`config.mk`:
```
export PLATFORM = sky130hd
export DESIGN_NAME = glitch_monitor
export DESIGN_NICKNAME = d
export VERILOG_FILES = /design/src/rtl/glitch_monitor.sv
export SDC_FILE = /design/constraint.sdc
export NUM_CORES = 1
export LEC_CHECK = 0
export BUFFER_PORTS_ARGS = -buffer_cell sky130_fd_sc_hd__buf_2
export CAP_MARGIN = 10
export CORE_ASPECT_RATIO = 1.1
export CORE_UTILIZATION = 55
export DETAILED_ROUTE_END_ITERATION = 10
export GPL_TIMING_DRIVEN = 0
export MAX_ROUTING_LAYER = met4
export PLACE_DENSITY = 0.76
export SLEW_MARGIN = 20
export SYNTH_ARGS = -nofsm -noshare
export SYNTH_HDL_FRONTEND = slang
export SYNTH_SLANG_ARGS = --single-unit
```
`constraint.sdc`:
```
create_clock -name clk -period 3.8 [get_ports clk]
set_input_delay 0.57 -clock clk [delete_from_list [all_inputs] [get_ports clk]]
set_output_delay 0.57 -clock clk [all_outputs]
set_load 0.03 [all_outputs]
```
`src/rtl/glitch_monitor.sv`:
```
// Square-wave phase-width monitor: locks onto the nominal half-period and
// counts phases whose width falls outside tolerance once locked.
module glitch_monitor #(
  parameter int HALF_PERIOD = 25,
  parameter int TOL         = 1,
  parameter int LOCK_EDGES  = 4,
  parameter int TIMEOUT     = 100,
  parameter int W           = 10,
  parameter int CNT_W       = 8
) (
  input  logic             clk,
  input  logic             rst,
  input  logic             sig_in,
  input  logic             clear,
  output logic             locked,
  output logic             glitch,
  output logic             glitch_high,
  output logic [W-1:0]     last_width,
  output logic [CNT_W-1:0] glitch_count
);

  // state  | meaning
  // HUNT   | collecting consecutive in-tolerance phases, no glitch reporting
  // LOCKED | nominal period acquired, out-of-tolerance phases are glitches
  typedef enum logic {HUNT, LOCKED} state_t;

  localparam int GR_W = $clog2(LOCK_EDGES + 1);
  localparam logic [W-1:0]     W_LO    = W'(HALF_PERIOD - TOL);
  localparam logic [W-1:0]     W_HI    = W'(HALF_PERIOD + TOL);
  localparam logic [W-1:0]     W_TO    = W'(TIMEOUT);
  localparam logic [W-1:0]     W_MAX   = '1;
  localparam logic [GR_W-1:0]  GR_LAST = GR_W'(LOCK_EDGES - 1);
  localparam logic [CNT_W-1:0] CNT_MAX = '1;

  logic             s1, s2, s3;
  state_t           state, state_n;
  logic [W-1:0]     w, w_n;
  logic             first, first_n;
  logic [GR_W-1:0]  good_run, good_run_n;
  logic             glitch_n, glitch_high_n;
  logic [W-1:0]     last_width_n;
  logic [CNT_W-1:0] glitch_count_n;
  logic             sig_edge, good, cnt_inc;

  always_ff @(posedge clk or posedge rst) begin
    if (rst) begin
      s1           <= 1'b0;
      s2           <= 1'b0;
      s3           <= 1'b0;
      state        <= HUNT;
      w            <= W'(1);
      first        <= 1'b1;
      good_run     <= '0;
      glitch       <= 1'b0;
      glitch_high  <= 1'b0;
      last_width   <= '0;
      glitch_count <= '0;
    end else begin
      s1           <= sig_in;
      s2           <= s1;
      s3           <= s2;
      state        <= state_n;
      w            <= w_n;
      first        <= first_n;
      good_run     <= good_run_n;
      glitch       <= glitch_n;
      glitch_high  <= glitch_high_n;
      last_width   <= last_width_n;
      glitch_count <= glitch_count_n;
    end
  end

  assign locked = (state == LOCKED);

  always_comb begin
    state_n       = state;
    first_n       = first;
    good_run_n    = good_run;
    glitch_n      = 1'b0;
    glitch_high_n = glitch_high;
    last_width_n  = last_width;
    cnt_inc       = 1'b0;

    sig_edge = s2 ^ s3;
    good     = (w >= W_LO) && (w <= W_HI);

    if (sig_edge)
      w_n = W'(1);
    else if (w == W_MAX)
      w_n = w;
    else
      w_n = w + W'(1);

    if (sig_edge) begin
      if (!first)
        last_width_n = w;
      case (state)
        HUNT: begin
          if (first)
            first_n = 1'b0;
          else if (good) begin
            if (good_run == GR_LAST) begin
              state_n    = LOCKED;
              good_run_n = '0;
            end else begin
              good_run_n = good_run + GR_W'(1);
            end
          end else begin
            good_run_n = '0;
          end
        end
        LOCKED: begin
          if (!good) begin
            glitch_n      = 1'b1;
            glitch_high_n = s3;
            cnt_inc       = 1'b1;
          end
        end
        default: state_n = HUNT;
      endcase
    end else if (w_n == W_TO && w != W_TO) begin
      // No edge for TIMEOUT cycles: the input has stopped toggling.
      state_n    = HUNT;
      first_n    = 1'b1;
      good_run_n = '0;
    end

    if (clear)
      glitch_count_n = '0;
    else if (cnt_inc && glitch_count != CNT_MAX)
      glitch_count_n = glitch_count + CNT_W'(1);
    else
      glitch_count_n = glitch_count;
  end

endmodule
```
**Yosys cells after proc, flatten, opt, wreduce, memory -nomap -nowiden**

Cells that the tools add are included.

- Register bits: 38
- Latch bits: 0
- Memory bits (writable): 0
- ROM bits: 0
- Input bits: 4
- Logic and storage cells: 57
- Memories: 0

- Add/sub/neg operators: 3
- Multiply operators: 0
- Div/mod/pow operators: 0
- Magnitude comparators: 2
- Eq/ne operators: 7
- Shifts and indexed selects: 0
- Mux-type cells: 22
- Bitwise logic cells: 3
- Reduce and logical (&&, ||, !) cells: 9

Operator list:

| cell | number |
|---|---|
| $mux 10 | 2 |
| $mux 3 | 6 |
| $mux 8 | 2 |
| $mux 1 | 12 |
| $add 10x1->10 const B | 1 |
| $eq 10x10->1 const B | 1 |
| $eq 10x7->1 const B | 1 |
| $ge 10x5->1 const B | 1 |
| $le 10x5->1 const B | 1 |
| $ne 10x7->1 const B | 1 |
| $add 8x1->8 const B | 1 |
| $ne 8x8->1 const B | 1 |
| $reduce_and 3->1 | 2 |
| $ne 2x2->1 const B | 2 |
| $reduce_and 2->1 | 2 |
| $reduce_bool 2->1 | 2 |
| $add 3x1->3 const B | 1 |
| $eq 3x2->1 const B | 1 |
| $logic_and 1x1->1 | 3 |
| $not 1->1 | 2 |
| $xor 1x1->1 | 1 |

**Depth between registers and ports, before layout**

- Depth in word-level cells: 8
- Gate-level depth with buffers: 8
- Depth with buffers taken out: 8

**Least setup slack after synthesis**

Ideal clock, no wire load.

- Kind: register -> register
- Start point: register w[0]
- End point: register good_run[0]
- Library setup time: 125 ps
- Arrival time: 2330 ps
- Data required time: 3675 ps
- Path slack: 1345 ps
- Cell stages (with the launch flop): 9
- Buffers on the path: 1
- Clock period less this slack: 2455 ps
- Path through: dfstp_2 > ha_1 > buf_6 > nand4_4 > nor3b_1 > o221ai_1 > or4b_4 > o21a_4 > mux2_4

- Longest elaborated chain between the ends: 7

RTL lines:

| item | line | source |
|---|---|---|
| start, declared | 37 | `logic [W-1:0] w, w_n;` |
| start signal, assigned | 63 | `w <= w_n;` |
| $add 10x1->10 / $eq 10x10->1 (equally long branches) | 92, 89 |  |
| $mux 10 | 89 | `else if (w == W_MAX)` |
| $mux 10 | 87 | `if (sig_edge)` |
| $eq 10x7->1 | 121 | `end else if (w_n == W_TO && w != W_TO) begin` |
| $logic_and 1x1->1 | 121 |  |
| $reduce_bool 2->1 (no source line) | n/a |  |
| $reduce_and 3->1 (no source line) | n/a |  |
| end signal, assigned | 65 | `good_run <= good_run_n;` |
| end, declared | 39 | `logic [GR_W-1:0] good_run, good_run_n;` |

Several ways; a longest one is shown, not always the timed one. The select of a mux whose other input is x is not followed.
A chain may end at the register's enable or synchronous reset.

**Worst setup path after layout**

Ends and elaborated chain as after synthesis.

==> summary.md <==
| Metric | Value |
|---|---|
| Clock transition at path regs | ~0.11 ns |
| Maximum vdd drop | approximately 0.00027 V |
| Synthesis Warnings | 0 |
| CP peak stage delay | around 0.65 ns |
| Switch Pwr | between 200 and 250 uW |
| Number of synthesized flops with an enable pin | 0 |
| H-tree depth | 2 |
| Most frequent cells in the layout | dfrtp_1 (36), buf_2 (25), nor2_1 (19) |
| GRT overflow | 0 |
| Flop pwr share | 0.547 |
| Sequential area share after synthesis | 0.491 |
| First-iteration detailed-routing DRC count | between 40 and 50 |
| Syn Nets | about 180 |
| Worst R2R Start | w[0] |
| First-pass GRT wire length | 6.46 mm |
| Sequential Area | about 950 um^2 |
| Gr usage total | 0.237 |
| Status | completed |
| Largest net degree at the start of global routing | 39 |
| Ports | 25 |
| Number of global-route vias before repair | roughly 1400 |
| Share of cells above drive strength 1 | 0.256 |
| Design area | 2180 um^2 |
| CP arrival | 2.94 ns |
| Combinational share of power | 0.171 |
| Cts repair resizes | 0 |
| Worst Skew | roughly 0.0074 ns |
| Critical path depth | 8 |
| Worst path top cell family by delay | simple AND/OR/NAND/NOR gates |
| DRT Pass-1 Iters | 4 |
| Clock sinks | 38 |
| Synth area leaders | dfrtp_1 (46%), mux2_1 (5.8%), nor2_1 (3.7%), dfstp_2 (2.7%), ha_1 (2.6%) |
| Required time of the critical path | slightly above 4 ns |
| Worst path slowest cell | dfstp_2 |
| WP buf/inv | 1 |
| CP Max Fanout | 9 |
| Post-layout min period | between 2 and 3 ns |
| # port buffers | 23 |
| Detailed-route via count | 1439 |
| PwrDens | about 370 nW/um^2 |
| Commonest non-fill, non-tap cell in the layout | dfrtp_1 |
| Syn-to-layout area delta | 12.3% |
| Starting Density | 0.579 |
| Critical Path Start Type | flop |
| Synth top area share | 0.464 |
| Total power | just over 800 uW |
| Non-Filler Instances | ~260 |
| Worst Hold Class | input pin to flop |
| Worst R2R End | good_run[0] |
| Hpwl dp | around 2.7 mm |
| DRC viols | 0 |
| Post-Syn Area | just under 2000 um^2 |
| Worst-Skew Late Latency | around 0.35 ns |
| Layout Nets | 214 |
| Core box area | 3360 um^2 |
| Fin. max-slew vios | 0 |
| Antenna Violating Nets Remaining | 0 |
| Rows | 22 |
| RSZ-0062 raised after global routing | no |
| Via-to-Cell Ratio | 5.64 |
| Ys async rst share | 1.00 |
| Syn Area/Cell | between 10 and 15 um^2 |
| Worst setup endpoint | good_run[0] |
| Crit. End Element | flop |
| Clock network fraction of total power | 0.282 |
| Clock Root Buffer | clkbuf_4 |
| Final hold vios | 0 |
| Yosys cell types | just over 50 |
| TritonCTS Buffers | 5 |
| Cell accounting for the most synthesized area | dfrtp_1 |
| Worst setup path start | w[0] |
| GPL Wtd Cong | about 0.83 |
| Fin crit share | 0.710 |
| Fmax | 0.371 GHz |
| Die Y | 64.3 um |
| DP Cell Count | approximately 250 |
| Post-Route WL | 3.82 mm |
| Post-CTS setup buffers | 0 |
| Dominant synthesized flop cell | dfrtp_1 |
| Antenna diodes | 0 |
| Cell Int Power | ~570 uW |
| Worst-margin pin slew | just under 0.8 ns |
| Worst path cell trace | ha_1, buf_6, nand4_4, nor3b_1, o221ai_1, or4b_4, o21a_4, mux2_4 |
| Average wire per cell in the routed design | 15.0 um |
| Sw Share | 0.300 |
| Max clock buf depth | 2 |
| Die area | 3770 um^2 |
| Final core utilization | 0.650 |
| Placed Area | between 2000 and 2500 um^2 |
| Quantity of hold-fixing buffers added after cts | 0 |
| Leakage power | roughly 1.1 nW |
| Max Cap Viol | 0 |
| Initial antenna violation count | 0 |
| Flop2flop setup slack | about 1.1 ns |
| R2r worst-path depth | 8 |
| CTS tree | done |
| FF+latch count, synth | 38 |
| Die W | approximately 60 um |
| Area occupied by multi-input gates | between 900 and 1000 um^2 |
| Relative slew margins | 0.487 |
| Filler cells | between 200 and 300 |
| WS Path Type | flop to flop |
| Synth Instances | roughly 180 |
| Endpoints failing setup | 0 |
| Setup Total Neg Slack | 0 ns |
[worst reg2reg max path, delay by kind of cell (launching register included)]
kind / cells / cell delay [ns]
buf+inv: 1 / 0.14
fa+ha+maj: 1 / 0.19
simple gates: 3 / 1.00
flops: 1 / 0.65
compound gates: 2 / 0.32
mux: 1 / 0.29
[synth_stat cells (all sizes together) (2+ instances only)]
cell     n
dfrtp   36
nor2    19
nand2   14
mux2    11
o21ai    9
buf      7
nand3    7
nor3     6
inv      5
xor2     5
a21oi    4
ha       4
nand4    4
xnor2    4
a31oi    3
and3     3
and4     3
o21a     3
a211oi   2
dfstp    2
mux2i    2
nand2b   2
nor3b    2
nor4b    2
or3      2
[per-layer routing]
layer | GRT usage | part of all wire | wire length, um
met1 | 0.298 | 0.43 | 1660
met3 | 0.0425 | 0.027 | 104
met2 | 0.379 | 0.53 | 2010
met5 | - | 0 | 0
met4 | 0.0893 | 0.013 | 51
[power by group through the flow]
stage / Combinational, mW / Clock, mW / Sequential [mW]
after floorplan: 0.0926 / 0 / 0.464
after global placement: 0.136 / 0 / 0.449
after detailed placement: 0.140 / 0 / 0.450
after CTS: 0.140 / 0.231 / 0.442
after global routing: 0.154 / 0.246 / 0.445
final: 0.138 / 0.227 / 0.442
[kinds of logic after synthesis]
logic type,after synthesis,synth area share
AND/OR/NAND/NOR,69,0.203
flip-flops,38,0.491
adder cells (fa/ha/maj),4,0.0258
multiplexers,13,0.0760
AO/OA/AOI/OAI,30,0.120
XOR/XNOR,9,0.0444
buffers and inverters,13,0.0399
[sequential cells by signal (all words and copies together), names as in the netlist]
| signal | count |
|---|---|
| good_run | 3 |
| s1 | 1 |
| glitch_high | 1 |
| s2 | 1 |
| w | 10 |
| s3 | 1 |
| glitch | 1 |
| locked | 1 |
| glitch_count | 8 |
| first | 1 |
| last_width | 10 |
[worst min-delay path by stage]
stage               end  cells after the start    from  slack, ns
floorplan            s2                      0      s1       0.33
global placement     s2                      0      s1       0.33
detailed placement   s2                      0      s1       0.34
CTS                  s1                      1  sig_in       0.31
global route         s1                      1  sig_in       0.29
finish               s1                      1  sig_in       0.32
[metrics by stage]
stage	hold slack [ns]	setup slack, ns
3_5_place_dp	0.344	1.15
3_3_place_gp	0.334	1.15
6_report	0.319	1.10
2_1_floorplan	0.331	1.35
4_1_cts	0.314	1.13
5_1_grt	0.293	0.947
[area by class of cell]
class,instances,area share
sequential,38,0.437
multi-input combinational,125,0.418
timing repair buffer,23,0.0528
tap,48,0.0275
buffer,8,0.0269
clock buffer,6,0.0235
inverter,5,0.00860
clock inverter,2,0.00573
Power figures use the tool's default switching activity.
